===== config.mk =====
export PLATFORM = sky130hd
export DESIGN_NAME = imem_loadable
export DESIGN_NICKNAME = d
export VERILOG_FILES = /design/src/rtl/imem_loadable.sv
export SDC_FILE = /design/constraint.sdc
export NUM_CORES = 2
export LEC_CHECK = 0
export CAP_MARGIN = 20
export CORE_ASPECT_RATIO = 1.2
export CORE_MARGIN = 2
export CORE_UTILIZATION = 54
export DETAILED_ROUTE_END_ITERATION = 10
export DONT_BUFFER_PORTS = 1
export GPL_TIMING_DRIVEN = 0
export PLACE_DENSITY = 0.78
export SLEW_MARGIN = 0
export SYNTH_ARGS = -nofsm -noshare
export SYNTH_HDL_FRONTEND = slang
export SYNTH_SLANG_ARGS = --single-unit

===== constraint.sdc =====
create_clock -name clk -period 4.4 [get_ports clk]
set_input_delay 1.32 -clock clk [delete_from_list [all_inputs] [get_ports clk]]
set_output_delay 1.32 -clock clk [all_outputs]
set_load 0.01 [all_outputs]

===== src/rtl/imem_loadable.sv =====
// Loadable instruction memory.
// A hardware sweep zeroes every word after reset. A streaming port then loads
// a program at run time. Fetches use a valid/ready request and a fixed-latency
// response with no back-pressure.
module imem_loadable #(
  parameter int N      = 32,
  parameter int ADDR_W = 6,
  parameter int RD_LAT = 1
) (
  input  logic              clk,
  input  logic              reset,
  input  logic              ld_start,
  input  logic              ld_valid,
  input  logic              ld_last,
  input  logic [N-1:0]      ld_data,
  output logic              ld_busy,
  output logic              ld_err,
  output logic [ADDR_W:0]   ld_count,
  input  logic              req_valid,
  output logic              req_ready,
  input  logic [ADDR_W-1:0] req_addr,
  output logic              rsp_valid,
  output logic [N-1:0]      rsp_data
);

  localparam int DEPTH = 2 ** ADDR_W;
  localparam logic [ADDR_W-1:0] PTR_ONE  = {{(ADDR_W-1){1'b0}}, 1'b1};
  localparam logic [ADDR_W-1:0] PTR_LAST = {ADDR_W{1'b1}};
  localparam logic [ADDR_W:0]   CNT_ONE  = {{ADDR_W{1'b0}}, 1'b1};

  typedef enum logic [1:0] {
    ST_CLEAR = 2'd0,
    ST_READY = 2'd1,
    ST_LOAD  = 2'd2
  } state_t;

  state_t            state_r;
  logic [ADDR_W-1:0] clr_ptr_r;
  logic [ADDR_W:0]   wr_ptr_r;
  logic [N-1:0]      mem_r [DEPTH];

  logic              accept_s;
  logic              ld_write_s;
  logic              we_s;
  logic [ADDR_W-1:0] waddr_s;
  logic [N-1:0]      wdata_s;

  logic              s1_valid_r;
  logic [N-1:0]      s1_data_r;

  // Fetch handshake: ld_start wins over a fetch in the same cycle.
  always_comb begin
    req_ready = 1'b0;
    if (state_r == ST_READY) begin
      req_ready = !ld_start;
    end else begin
      req_ready = 1'b0;
    end
  end

  assign accept_s   = req_valid && req_ready;
  // wr_ptr never exceeds DEPTH, so its MSB alone flags "memory full".
  assign ld_write_s = (state_r == ST_LOAD) && ld_valid && !wr_ptr_r[ADDR_W];

  // Single write port: the clear sweep or a load word, never both.
  always_comb begin
    we_s    = 1'b0;
    waddr_s = '0;
    wdata_s = '0;
    if (reset) begin
      we_s = 1'b0;
    end else if (state_r == ST_CLEAR) begin
      we_s    = 1'b1;
      waddr_s = clr_ptr_r;
      wdata_s = '0;
    end else if (ld_write_s) begin
      we_s    = 1'b1;
      waddr_s = wr_ptr_r[ADDR_W-1:0];
      wdata_s = ld_data;
    end else begin
      we_s = 1'b0;
    end
  end

  // Memory array write.
  always_ff @(posedge clk) begin
    if (we_s) begin
      mem_r[waddr_s] <= wdata_s;
    end
  end

  // First read stage: sample the array on the accepting edge; the data holds otherwise.
  always_ff @(posedge clk) begin
    if (reset) begin
      s1_valid_r <= 1'b0;
      s1_data_r  <= '0;
    end else begin
      s1_valid_r <= accept_s;
      if (accept_s) begin
        s1_data_r <= mem_r[req_addr];
      end
    end
  end

  generate
    if (RD_LAT == 2) begin : g_lat2
      // Second read stage; rsp_data keeps its last value while idle.
      always_ff @(posedge clk) begin
        if (reset) begin
          rsp_valid <= 1'b0;
          rsp_data  <= '0;
        end else begin
          rsp_valid <= s1_valid_r;
          if (s1_valid_r) begin
            rsp_data <= s1_data_r;
          end
        end
      end
    end else begin : g_lat1
      assign rsp_valid = s1_valid_r;
      assign rsp_data  = s1_data_r;
    end
  endgenerate

  // Control FSM: clear sweep, idle/fetch, program load.
  always_ff @(posedge clk) begin
    if (reset) begin
      state_r   <= ST_CLEAR;
      clr_ptr_r <= '0;
      wr_ptr_r  <= '0;
      ld_busy   <= 1'b0;
      ld_err    <= 1'b0;
      ld_count  <= '0;
    end else begin
      case (state_r)
        ST_CLEAR: begin
          clr_ptr_r <= clr_ptr_r + PTR_ONE;
          if (clr_ptr_r == PTR_LAST) begin
            state_r <= ST_READY;
          end
        end
        ST_READY: begin
          if (ld_start) begin
            state_r  <= ST_LOAD;
            wr_ptr_r <= '0;
            ld_count <= '0;
            ld_err   <= 1'b0;
            ld_busy  <= 1'b1;
          end
        end
        ST_LOAD: begin
          if (ld_valid) begin
            if (!wr_ptr_r[ADDR_W]) begin
              wr_ptr_r <= wr_ptr_r + CNT_ONE;
              ld_count <= ld_count + CNT_ONE;
            end else begin
              ld_err <= 1'b1;
            end
            if (ld_last) begin
              state_r <= ST_READY;
              ld_busy <= 1'b0;
            end
          end
        end
        default: begin
          state_r <= ST_CLEAR;
          ld_busy <= 1'b0;
        end
      endcase
    end
  end

endmodule


==> results_dict.tcl <==
set metrics [dict create \
    layout_min_cycle_time_ps 4570 \
    synth.distinct_cells 62 \
    worst_setup_path_end_kind "register" \
    grtUsageTotal_pct 31.1 \
    max-cap-violations 0 \
    fmax_ghz 0.219 \
    critical_path_required_ps 5190 \
    fin_crit_sh_pct 104 \
    drc 0 \
    grt_pass1_wl_mm 330 \
    violations "setup timing" \
    worst_pin_slew_ps 1300 \
    vdd_drop_max_mv 0.339 \
    ios 87 \
    setup_slack_ps -172 \
    die-width_um 358 \
    synth_nets 3896 \
    hpwl_mm 150 \
    cts_root_buf "clkbuf_16" \
    worstSetupPathDepth 9 \
    drt_iter0_markers 8322 \
    ys.flop_type "edfxtp_1" \
    wl_mm 237 \
    regToRegSetupSlack_ps 170 \
    die-height_um 429 \
    critical_path.top_delay_family "buffers and inverters" \
    critical_path_buf_inv_count 6 \
    syn2layout_area_growth_pct 13.6 \
    core-area_um2 149000 \
    syn-instance-count 3849 \
    dr_total_vias 44100 \
    finalMaxSlewViolations 0 \
    final_area_um2 92200 \
    cts_buffers 183 \
    relSlewSlack_pct 13.5 \
    dieArea_um2 153000 \
    rsz0062_at_grt "no" \
    critPathMaxStageDelay_ps 910 \
    instances_no_fill 6263 \
    arrival_ps 5360 \
    grt_max_degree 65 \
    critPathSlowestCell "a211oi_1" \
    ys_async_sr_fraction_pct 0 \
    htree_num_levels 4 \
    powerDensity_nw_per_um2 423 \
    worstSkewPairLatency_ps 850 \
    drt-vias-per-instance 7.05 \
    fin_nets 4189 \
    cts_post_setup_buffers_inserted 0 \
    grt_antenna_before_repair 14 \
    synth-edff-count 2048 \
    syn_area_um2 81100 \
    hold_depth 1 \
    std_cell_rows 155 \
    skew_ps 36.7 \
    yosysSeqAreaShare_pct 77.2 \
    placed_area_um2 86300 \
    power.total_mw 39.0 \
    place.gp.congestion 0.895 \
    cts_tree "built" \
    dp_cells 5915 \
    start_util_pct 54.5 \
    yosysWarnings 0 \
    status "finished, violations left" \
    setup_viol 86 \
    cts-resized-gates 0 \
    final_antenna_net_count 0 \
    path_cells "buf_2 > buf_2 > buf_2 > inv_1 > clkbuf_1 > clkbuf_1 > a211oi_1 > a211oi_1 > a211o_1" \
    io_buffers 0 \
    wl_per_cell_um 37.9 \
    firstDrtPassIters 9 \
    clkSinkCount 2105 \
    grt.overflow.total 0 \
    critPathKind "in -> reg" \
    hold_viol_final 0 \
    avgSynthCellArea_um2 21.1 \
    clk_pin_slew_ps 70 \
    ff2ff_path_depth 8 \
    worstPathMaxFanout 11 \
    setup.worst_path.start_class "input port" \
    cts.path.max_buffers 3 \
    synth-seq-cells 2105 \
    cpMostUsedCell "buf_2" \
    hold_buffers 0 \
    grt_pass1_vias 43700 \
    min_path_type "reg -> reg" \
    drive_gt1_share_pct 24.3 \
    leakage_nw 29.6 \
]
==> worst reg2reg max path, delay by kind of cell, from the launching register on <==
family,cells,cell delay [ps]
DFF,1,340
AOI/OAI and AO/OA,1,570
and+or+nand+nor,4,2280
buffers and inverters,3,700
==> per-layer routing <==
layer | global-route usage [%] | share of wire (%) | wire length, µm | vias to the layer above
li1 | - | - | - | 16800
met4 | 18.5 | 7.1 | 16900 | 8
met1 | 38.7 | 31 | 74700 | 22300
met5 | 0 | 0.021 | 51 | -
met2 | 47.3 | 46 | 110000 | 4179
met3 | 10.8 | 15 | 35700 | 925
==> through the flow <==
stage | utilization, % | setup slack, ps | TNS, ps | hold slack, ps
detailed placement | 57.9 | -686 | -232990 | 502
finish | 61.9 | -172 | -2520 | 519
global placement | 56.1 | -2790 | -5931600 | 487
floorplan | - | 260 | 0 | 463
global route | 61.9 | 36.7 | 0 | 557
CTS | 61.9 | 105 | 0 | 513
==> worst paths after layout <==
kind / startpoint / to
min reg2reg: wr_ptr_r[5]$_SDFFE_PP0P_ / wr_ptr_r[5]$_SDFFE_PP0P_
max: req_addr[2] / rsp_data[20]$_SDFFE_PP0P_
min: wr_ptr_r[5]$_SDFFE_PP0P_ / wr_ptr_r[5]$_SDFFE_PP0P_
max reg2reg: state_r[1]$_SDFFE_PP0P_ / mem_r[40][7]$_DFFE_PP_
==> report_power, final <==
| part | internal [mW] | switching (mW) |
|---|---|---|
| Combinational | 0.438 | 0.885 |
| Clock | 8.79 | 7.19 |
| Sequential | 21.7 | 0.0161 |
==> cells in the final DEF, fill, tap and decap left out, types with 34 or more instances in the layout <==
cell type	instances
mux2i_1	248
nand2_1	84
dfxtp_1	57
nor2_4	63
clkbuf_1	149
clkbuf_16	187
buf_12	84
mux2_2	47
mux4_2	422
a21oi_1	63
nand3_1	63
nor2_1	59
buf_4	34
buf_2	40
o221ai_1	73
o21ai_0	38
clkinv_1	34
o22ai_1	58
edfxtp_1	2048
==> registers in the layout, indices dropped and copies added, names as in the netlist <==
register,count
mem_r,2048
state_r,2
ld_err,1
ld_count,7
clr_ptr_r,6
wr_ptr_r,7
rsp_data,32
rsp_valid,1
ld_busy,1
==> cell families after synthesis <==
kind of cell | share of synthesized area [%]
XOR/XNOR | 0.119
AND/OR/NAND/NOR | 2.49
AO/OA/AOI/OAI | 3.31
adder cells (fa/ha/maj) | 0.0463
multiplexers | 15.4
buffers and inverters | 1.41
flip-flops | 77.2
==> layout make-up <==
| type | count | area [µm²] |
|---|---|---|
| clock buffers | 238 | 4960 |
| flip-flops and latches | 2105 | 62600 |
| repair buffers | 108 | 2170 |
| inverters | 3 | 11.3 |
| multi-input cells | 1523 | 17900 |
| well taps | 1962 | 2450 |
| clock inverters | 96 | 902 |
| fillers | 9513 | 56700 |
| plain buffers | 218 | 1130 |
| diodes | 10 | 25.0 |
==> cell usage after synthesis (10+ instances only) <==
cell type	number	share of area, %
dfxtp_1	57	1.4
edfxtp_1	2048	76
a22o_1	10	0.11
a21oi_1	63	0.39
and2_1	59	0.45
or3_1	14	0.11
o221ai_1	73	0.79
xor2_1	10	0.11
nand3_1	63	0.39
a221oi_1	19	0.21
a31o_2	11	0.12
nand2_1	84	0.39
a22oi_1	15	0.14
nor2_1	122	0.56
buf_4	33	0.31
nor2b_1	10	0.077
a31oi_1	20	0.15
clkbuf_1	107	0.50
mux4_2	422	12
a211oi_1	17	0.16
o22ai_1	58	0.45
mux2i_1	248	3.1
mux2_2	47	0.65
buf_1	21	0.097
o211ai_1	24	0.22
o31ai_1	11	0.10
buf_2	39	0.24
buf_6	17	0.24
o21ai_0	38	0.23
(Power assumes the default switching activity.)
